==> src/rtl/lc3_mem_ctrl.sv <==
// lc3_mem_ctrl
// Memory/IO access controller between the LC-3 datapath bus and the RAM block.
// Owns MAR/MDR, sequences each access with WAIT_STATES extra cycles, and pulses
// R for one cycle when the access completes. Addresses at or above IO_BASE are
// served by the internal I/O registers (KBSR, KBDR, DSR, DDR, MCR) and never
// enable the RAM.
//
// Ports:
//   clk, reset            clock, synchronous active-high reset
//   BUS                   datapath bus (source for MAR/MDR loads)
//   LD_MAR, LD_MDR        register loads, honoured only while MIO_EN=0
//   MIO_EN, R_W           access request and type (1=write, 0=read)
//   MDR, R                memory data register, one-cycle completion pulse
//   ADDR, DATAin          RAM address (=MAR) and write data (=MDR)
//   MEM_R_W, MEM_EN       RAM write strobe and enable
//   MEMout                RAM combinational read data
//   KB_DATA, KB_STROBE    keyboard character and its valid pulse
//   DISP_DATA, DISP_STROBE, DISP_ACK  display character handshake
//   RUN                   MCR[15], machine clock enable
module lc3_mem_ctrl #(
  parameter int          WAIT_STATES = 1,
  parameter logic [15:0] IO_BASE     = 16'hFE00
) (
  input  logic        clk,
  input  logic        reset,
  input  logic [15:0] BUS,
  input  logic        LD_MAR,
  input  logic        LD_MDR,
  input  logic        MIO_EN,
  input  logic        R_W,
  output logic [15:0] MDR,
  output logic        R,
  output logic [15:0] ADDR,
  output logic [15:0] DATAin,
  output logic        MEM_R_W,
  output logic        MEM_EN,
  input  logic [15:0] MEMout,
  input  logic [7:0]  KB_DATA,
  input  logic        KB_STROBE,
  output logic [7:0]  DISP_DATA,
  output logic        DISP_STROBE,
  input  logic        DISP_ACK,
  output logic        RUN
);

  localparam logic [15:0] KBSR_ADDR = 16'hFE00;
  localparam logic [15:0] KBDR_ADDR = 16'hFE02;
  localparam logic [15:0] DSR_ADDR  = 16'hFE04;
  localparam logic [15:0] DDR_ADDR  = 16'hFE06;
  localparam logic [15:0] MCR_ADDR  = 16'hFFFE;

  typedef enum logic [1:0] {S_IDLE, S_WAIT, S_DONE, S_HOLD} state_t;

  state_t      state;
  logic [3:0]  cnt;
  logic        wr;
  logic [15:0] mar;
  logic [15:0] mdr;
  logic        r_q;
  logic        mem_en_q;
  logic        mem_r_w_q;
  logic        kbsr_flag;
  logic [7:0]  kbdr;
  logic        dsr_flag;
  logic [7:0]  disp_data_q;
  logic        disp_strobe_q;
  logic        run_q;
  logic        is_io;
  logic [15:0] io_rdata;

  assign is_io = (mar >= IO_BASE);

  always_comb begin
    io_rdata = 16'h0000;
    case (mar)
      KBSR_ADDR: io_rdata = {kbsr_flag, 15'b0};
      KBDR_ADDR: io_rdata = {8'b0, kbdr};
      DSR_ADDR:  io_rdata = {dsr_flag, 15'b0};
      MCR_ADDR:  io_rdata = {run_q, 15'b0};
      default:   io_rdata = 16'h0000;
    endcase
  end

  always_ff @(posedge clk) begin
    if (reset) begin
      state         <= S_IDLE;
      cnt           <= '0;
      wr            <= 1'b0;
      mar           <= '0;
      mdr           <= '0;
      r_q           <= 1'b0;
      mem_en_q      <= 1'b0;
      mem_r_w_q     <= 1'b0;
      kbsr_flag     <= 1'b0;
      kbdr          <= '0;
      dsr_flag      <= 1'b1;
      disp_data_q   <= '0;
      disp_strobe_q <= 1'b0;
      run_q         <= 1'b1;
    end else begin
      r_q           <= 1'b0;
      mem_r_w_q     <= 1'b0;
      disp_strobe_q <= 1'b0;

      // MAR/MDR are frozen for the whole access.
      if (!MIO_EN) begin
        if (LD_MAR) mar <= BUS;
        if (LD_MDR) mdr <= BUS;
      end

      // Display ack is assigned before the FSM so a coincident DDR write wins.
      if (DISP_ACK) dsr_flag <= 1'b1;

      case (state)
        S_IDLE: begin
          if (MIO_EN) begin
            state    <= S_WAIT;
            cnt      <= 4'(WAIT_STATES);
            wr       <= R_W;
            mem_en_q <= ~is_io;
          end
        end
        S_WAIT: begin
          if (!MIO_EN) begin
            state    <= S_IDLE;
            mem_en_q <= 1'b0;
          end else if (cnt == 4'd0) begin
            state     <= S_DONE;
            r_q       <= 1'b1;
            mem_r_w_q <= wr & ~is_io;
          end else begin
            cnt <= cnt - 4'd1;
          end
        end
        S_DONE: begin
          state    <= S_HOLD;
          mem_en_q <= 1'b0;
          if (!wr) begin
            mdr <= is_io ? io_rdata : MEMout;
            if (mar == KBDR_ADDR) kbsr_flag <= 1'b0;
          end else if (mar == DDR_ADDR) begin
            disp_data_q   <= mdr[7:0];
            dsr_flag      <= 1'b0;
            disp_strobe_q <= 1'b1;
          end else if (mar == MCR_ADDR) begin
            run_q <= mdr[15];
          end
        end
        S_HOLD: begin
          if (!MIO_EN) state <= S_IDLE;
        end
        default: state <= S_IDLE;
      endcase

      // A new character beats a coincident KBDR-read clear.
      if (KB_STROBE) begin
        kbdr      <= KB_DATA;
        kbsr_flag <= 1'b1;
      end
    end
  end

  // Reset kills the RAM strobes and R in the very cycle it is asserted.
  assign R           = r_q & ~reset;
  assign MEM_EN      = mem_en_q & ~reset;
  assign MEM_R_W     = mem_r_w_q & ~reset;
  assign MDR         = mdr;
  assign ADDR        = mar;
  assign DATAin      = mdr;
  assign DISP_DATA   = disp_data_q;
  assign DISP_STROBE = disp_strobe_q;
  assign RUN         = run_q;

endmodule
==> config.mk <==
export PLATFORM = sky130hd
export DESIGN_NAME = lc3_mem_ctrl
export DESIGN_NICKNAME = d
export VERILOG_FILES = /design/src/rtl/lc3_mem_ctrl.sv
export SDC_FILE = /design/constraint.sdc
export NUM_CORES = 1
export LEC_CHECK = 0
export CAP_MARGIN = 10
export CORE_MARGIN = 2
export CORE_UTILIZATION = 38
export DETAILED_ROUTE_END_ITERATION = 8
export GPL_TIMING_DRIVEN = 0
export PLACE_DENSITY = 0.66
export RECOVER_POWER = 50
export SLEW_MARGIN = 20
export SYNTH_ARGS = -nofsm -noshare
export SYNTH_HDL_FRONTEND = slang
export SYNTH_SLANG_ARGS = --single-unit
==> constraint.sdc <==
create_clock -name clk -period 2.1 [get_ports clk]
set_input_delay 0.315 -clock clk [delete_from_list [all_inputs] [get_ports clk]]
set_output_delay 0.315 -clock clk [all_outputs]
set_load 0.02 [all_outputs]
## After elaboration in Yosys (flattened, before gate mapping)

Cells that the tools add are included.

- Register bits: 62
- Bits in latches: 0
- Bits in writable memories: 0
- ROM bits: 0
- Bits of input ports: 48
- Output and inout bits: 61
- Memories kept: 0

- Add/sub/neg operators: 1
- $mul: 0
- Divide/modulo/power cells: 0
- Magnitude comparators: 1
- Equal/unequal tests: 15
- Shift-type cells: 0
- Mux-type cells: 28
- Bitwise gates (word level): 12
- Reductions and logical operators: 17

Operators with widths:

| operator | number |
|---|---|
| $eq 16x16->1 const B | 5 |
| $mux 16 | 5 |
| $pmux 16 s4 | 1 |
| $ge 16x16->1 const B | 1 |
| $mux 1 | 12 |
| $mux 4 | 3 |
| $ne 2x2->1 const B | 6 |
| $reduce_and 3->1 | 4 |
| $mux 2 | 4 |
| $not 1->1 | 8 |
| $pmux 2 s4 | 1 |
| $pmux 4 s2 | 1 |
| $reduce_and 4->1 | 2 |
| $reduce_bool 2->1 | 3 |
| $reduce_or 3->1 | 2 |
| $and 1x1->1 | 4 |
| $eq 2x2->1 const B | 2 |
| $logic_not 4->1 | 1 |
| $reduce_and 2->1 | 2 |
| $reduce_or 4->1 | 1 |
| $sub 4x1->4 const B | 1 |
| $ne 3x3->1 const B | 1 |
| $pmux 1 s3 | 1 |
| $reduce_bool 3->1 | 1 |
| 2 further kinds | 2 |

## Longest topological paths before layout

- Word-level depth: 5
- Depth in mapped cells: 7

## Worst setup path before layout

Ideal clock, no wire load.

- Path kind: register to register
- From: register state[0]
- To: register mdr[4], in the netlist DATAin[4]
- Arrival time: 1.461 ns
- Path slack: 0.544 ns
- Stages on the path, launching flop included: 8
- Clock period less this slack: 1.556 ns
- Cells stage by stage: dfxtp_1 -> inv_1 -> ha_1 -> nand2b_1 -> clkbuf_2 -> buf_1 -> a21oi_1 -> a221oi_1

- Word-level cells in the longest chain between the ends: 2

RTL lines:

| element | line | source |
|---|---|---|
| start, declared | 54 | `state_t state;` |
| start signal, assigned | 86 | `state <= S_IDLE;` |
| start signal, assigned | 117 | `state <= S_WAIT;` |
| start signal, assigned | 125 | `state <= S_IDLE;` |
| $eq 2x2->1 | 114 | `case (state)` |
| $mux 16 | 114 |  |
| end signal, assigned | 139 | `mdr <= is_io ? io_rdata : MEMout;` |
| end, declared | 58 | `logic [15:0] mdr;` |

Every way passes these cells.
A chain may end at the register's enable or synchronous reset.

## Worst setup path in the final report

- From: input port reset
- To: output port R

- Word-level cells in the longest chain between the ends: 2

RTL lines:

| element | line | source |
|---|---|---|
| start, declared | 25 | `input logic reset,` |
| $not 1->1 | 164 | `assign R = r_q & ~reset;` |
| $and 1x1->1 | 164 |  |
| end, declared | 32 | `output logic R,` |

Every way passes these cells.

==> summary.md <==
| Metric | Value |
|---|---|
| Total CTS buffers | `9` |
| P_leak | `about 1.8 nW` |
| Critical path arrival | `1.64 ns` |
| Post-CTS setup buffers | `0` |
| Final-report max-slew violation count | `0` |
| Run status | `finished, final reports clean` |
| DR pass1 iterations | `4` |
| Largest net degree at the start of global routing | `11` |
| Vias in the first global route | `2695` |
| Synthesized area | `between 0.002 and 0.003 mm²` |
| Setup TNS | `0 ns` |
| Routed vias/inst | `5.00` |
| CORE AREA | `0.00765 mm²` |
| Post-synth ARST share | `0%` |
| Die Y | `92.5 µm` |
| Worst path cell trace | `buf_2 -> buf_1 -> nor2b_1 -> clkdlybuf4s50_1` |
| Max Cap Violations | `0` |
| Switch Pwr | `0.820 mW` |
| Clock share of power | `38.2%` |
| CP required | `1.78 ns` |
| FMAX | `511 MHz` |
| Worst ir drop on vdd | `0.578 mV` |
| CP max-delay cell | `clkdlybuf4s50_1` |
| Syn avg cell area | `around 8.8 µm²` |
| Placed inst area | `0.00415 mm²` |
| Drt total wl | `8590 µm` |
| Power share of the sequential group | `42.1%` |
| DRT iter0 DRCs | `114` |
| # clock sinks | `between 60 and 70` |
| Post-route DRC | `0` |
| CTS tree | `built` |
| I/O pin cnt | `109` |
| H-Tree Depth | `3` |
| Unrepaired setup endpoints after global routing | `false` |
| Worst setup EP type | `output port` |
| Largest stage delay, worst path | `0.56 ns` |
| CTS max path bufs | `2` |
| Fillers | `687` |
| Final setup fails | `0` |
| Synth Instances | `approximately 340` |
| Net Sw Frac | `26.4%` |
| Vias | `2799` |
| Synth top area cells | `dfxtp_1 42%, mux2i_1 9.4%, nand2_1 8.1%` |
| Combinational group share of total power | `19.8%` |
| Placer Congestion | `0.846` |
| Minimum clock period | `1.96 ns` |
| Post-synth top area cell | `dfxtp_1` |
| Register area share after synthesis | `a little over two fifths` |
| Hold buffers post-CTS | `0` |
| Wire per inst | `15.3 µm` |
| Total congestion overflow | `0` |
| Clk_lat worst skew | `0.34 ns` |
| Crit start category | `primary input` |
| Diodes inserted | `0` |
| Net Count, Synth | `393` |
| First-pass GRT wire length | `13500 µm` |
| Main synth FF type | `dfxtp_1` |
| Post-route ant nets | `0` |
| Die extent in x | `92.5 µm` |
| Final #Nets | `a little over 500` |
| Clock slew at reported path FFs | `0.07 ns` |
| Clk root buf | `clkbuf_8` |
| Resize count post-CTS | `0` |
| Initial Utilization | `about two fifths` |
| DP HPWL | `6390 µm` |
| P&R area growth vs syn | `46.6%` |
| Port bufs | `105` |
| Warnings from Yosys | `0` |
| Netlist cell types | `49` |
| Slew HR | `55.9%` |
| Slew @ Worst Pin | `0.658 ns` |
| Row Count | `32` |
| Initial antenna violation count | `0` |
| Global Route Usage Sum | `20.4%` |
| Kind of critical path | `in -> out` |
| Number of synthesized flops with an enable pin | `0` |
| Internal | `between 2 and 2.5 mW` |
| Area share of the largest cell type after synthesis | `about two fifths` |
| Power per standard cell area | `711 mW/mm²` |
| Cell area after layout | `between 0.004 and 0.005 mm²` |
| Worst hold path class | `in -> reg` |
| Full die area | `0.00855 mm²` |
| Period utilization | `93.3%` |
| Hold Violations, Final | `0` |
| Layout cells sized above 1 | `11.6%` |
| Worst-path fanout max | `10` |
| Worst Skew | `0.00873 ns` |
| Yosys reg bits | `62` |
[cell usage in the layout, fill, tap and decap left out, types with 3 or more instances in the layout]
| cell type | Yosys | layout |
|---|---|---|
| clkdlybuf4s50_1 | 0 | 75 |
| nand2_1 | 64 | 64 |
| dfxtp_1 | 62 | 62 |
| a21oi_1 | 34 | 35 |
| dlygate4sd3_1 | 0 | 30 |
| mux2i_1 | 28 | 28 |
| nand3_1 | 18 | 18 |
| nor2_1 | 16 | 16 |
| buf_4 | 17 | 16 |
| clkbuf_8 | 0 | 11 |
| clkbuf_1 | 8 | 8 |
| inv_1 | 7 | 7 |
| mux2_2 | 7 | 7 |
| a221oi_1 | 7 | 7 |
| ha_1 | 7 | 7 |
| buf_1 | 5 | 5 |
| or3_1 | 5 | 5 |
| buf_2 | 4 | 4 |
| nor2b_1 | 4 | 4 |
| o21ai_0 | 4 | 4 |
| nand2b_1 | 3 | 3 |
| a211oi_1 | 3 | 3 |
[state kept, by name (all words and copies together) (netlist names), 4 cells and up, named ones only]
| name | flops |
|---|---|
| ADDR | 16 |
| DATAin | 16 |
| DISP_DATA | 8 |
| kbdr | 8 |
| cnt | 4 |
[per-layer routing]
| metal | global-route usage (%) | share of wire [%] | vias up |
|---|---|---|---|
| met3 | 6.27 | 6.0 | 10 |
| li1 | - | - | 1383 |
| met5 | 0 | 0 | - |
| met4 | 5.60 | 1.2 | 0 |
| met1 | 26.1 | 45 | 1317 |
| met2 | 33.5 | 48 | 89 |
[kinds of logic (layout without fill, tap and decap cells)]
logic type	Yosys count	count (layout)	synth area share (%)
AND/OR/NAND/NOR	129	129	21.2
AO/OA/AOI/OAI	58	58	12.4
flip-flops	62	62	41.7
buffers and inverters	47	167	9.71
adder cells (fa/ha/maj)	7	7	2.94
multiplexers	35	35	12.1
[critical path, delay by kind of cell]
| family | cells | cell delay [ns] |
|---|---|---|
| buffers and inverters | 3 | 1.22 |
| and+or+nand+nor | 1 | 0.11 |
[power groups by stage]
stage                     logic (mW)  clock network (mW)  registers (mW)
after floorplan                0.319                   0            1.36
after global placement         0.612                   0            1.33
after detailed placement       0.622                   0            1.33
after CTS                      0.626                1.21            1.30
after global routing           0.667                1.25            1.32
final                          0.614                1.18            1.31
[area by class of cell]
class	count	area [µm²]	share of cell area, %
plain buffers	39	256	5.88
well taps	102	128	2.93
flip-flops and latches	62	1240	28.4
clock inverters	4	70.1	1.61
clock buffers	11	151	3.47
inverters	8	30.0	0.688
repair buffers	105	1050	24.1
multi-input cells	229	1440	32.9
[per-stage QoR]
stage	utilization [%]	total power, mW	std cells	hold WS [ns]	setup WS (ns)
final	57.1	3.10	560	0.259	0.142
after global routing	57.1	3.23	560	0.271	0.0276
after CTS	57.2	3.14	560	0.248	0.116
after detailed placement	54.3	1.95	545	0.451	0.125
after global placement	54.3	1.94	545	0.443	0.147
after floorplan	-	1.68	338	0.444	0.544
[worst paths after layout]
check / depth (start not counted) / start / slack, ns / endpoint
worst max register to register: 7 / state[0] / 0.20 / DATAin[4]
worst max-delay path: 4 / reset / 0.14 / R
worst min-delay path: 3 / MIO_EN / 0.26 / wr
worst min register to register: 2 / DISP_DATA[2] / 0.45 / DISP_DATA[2]
[cell usage after synthesis (2+ instances only)]
library cell	number
a211oi_1	3
a21oi_1	34
a221oi_1	7
a221oi_2	2
a31oi_1	2
and2_1	2
buf_1	5
buf_2	4
buf_4	17
buf_6	2
clkbuf_1	8
dfxtp_1	62
ha_1	7
inv_1	7
mux2_2	7
mux2i_1	28
nand2_1	64
nand2b_1	3
nand3_1	18
nor2_1	16
nor2b_1	4
nor4_2	2
o21ai_0	4
or3_1	5
Power figures use the tool's default switching activity.
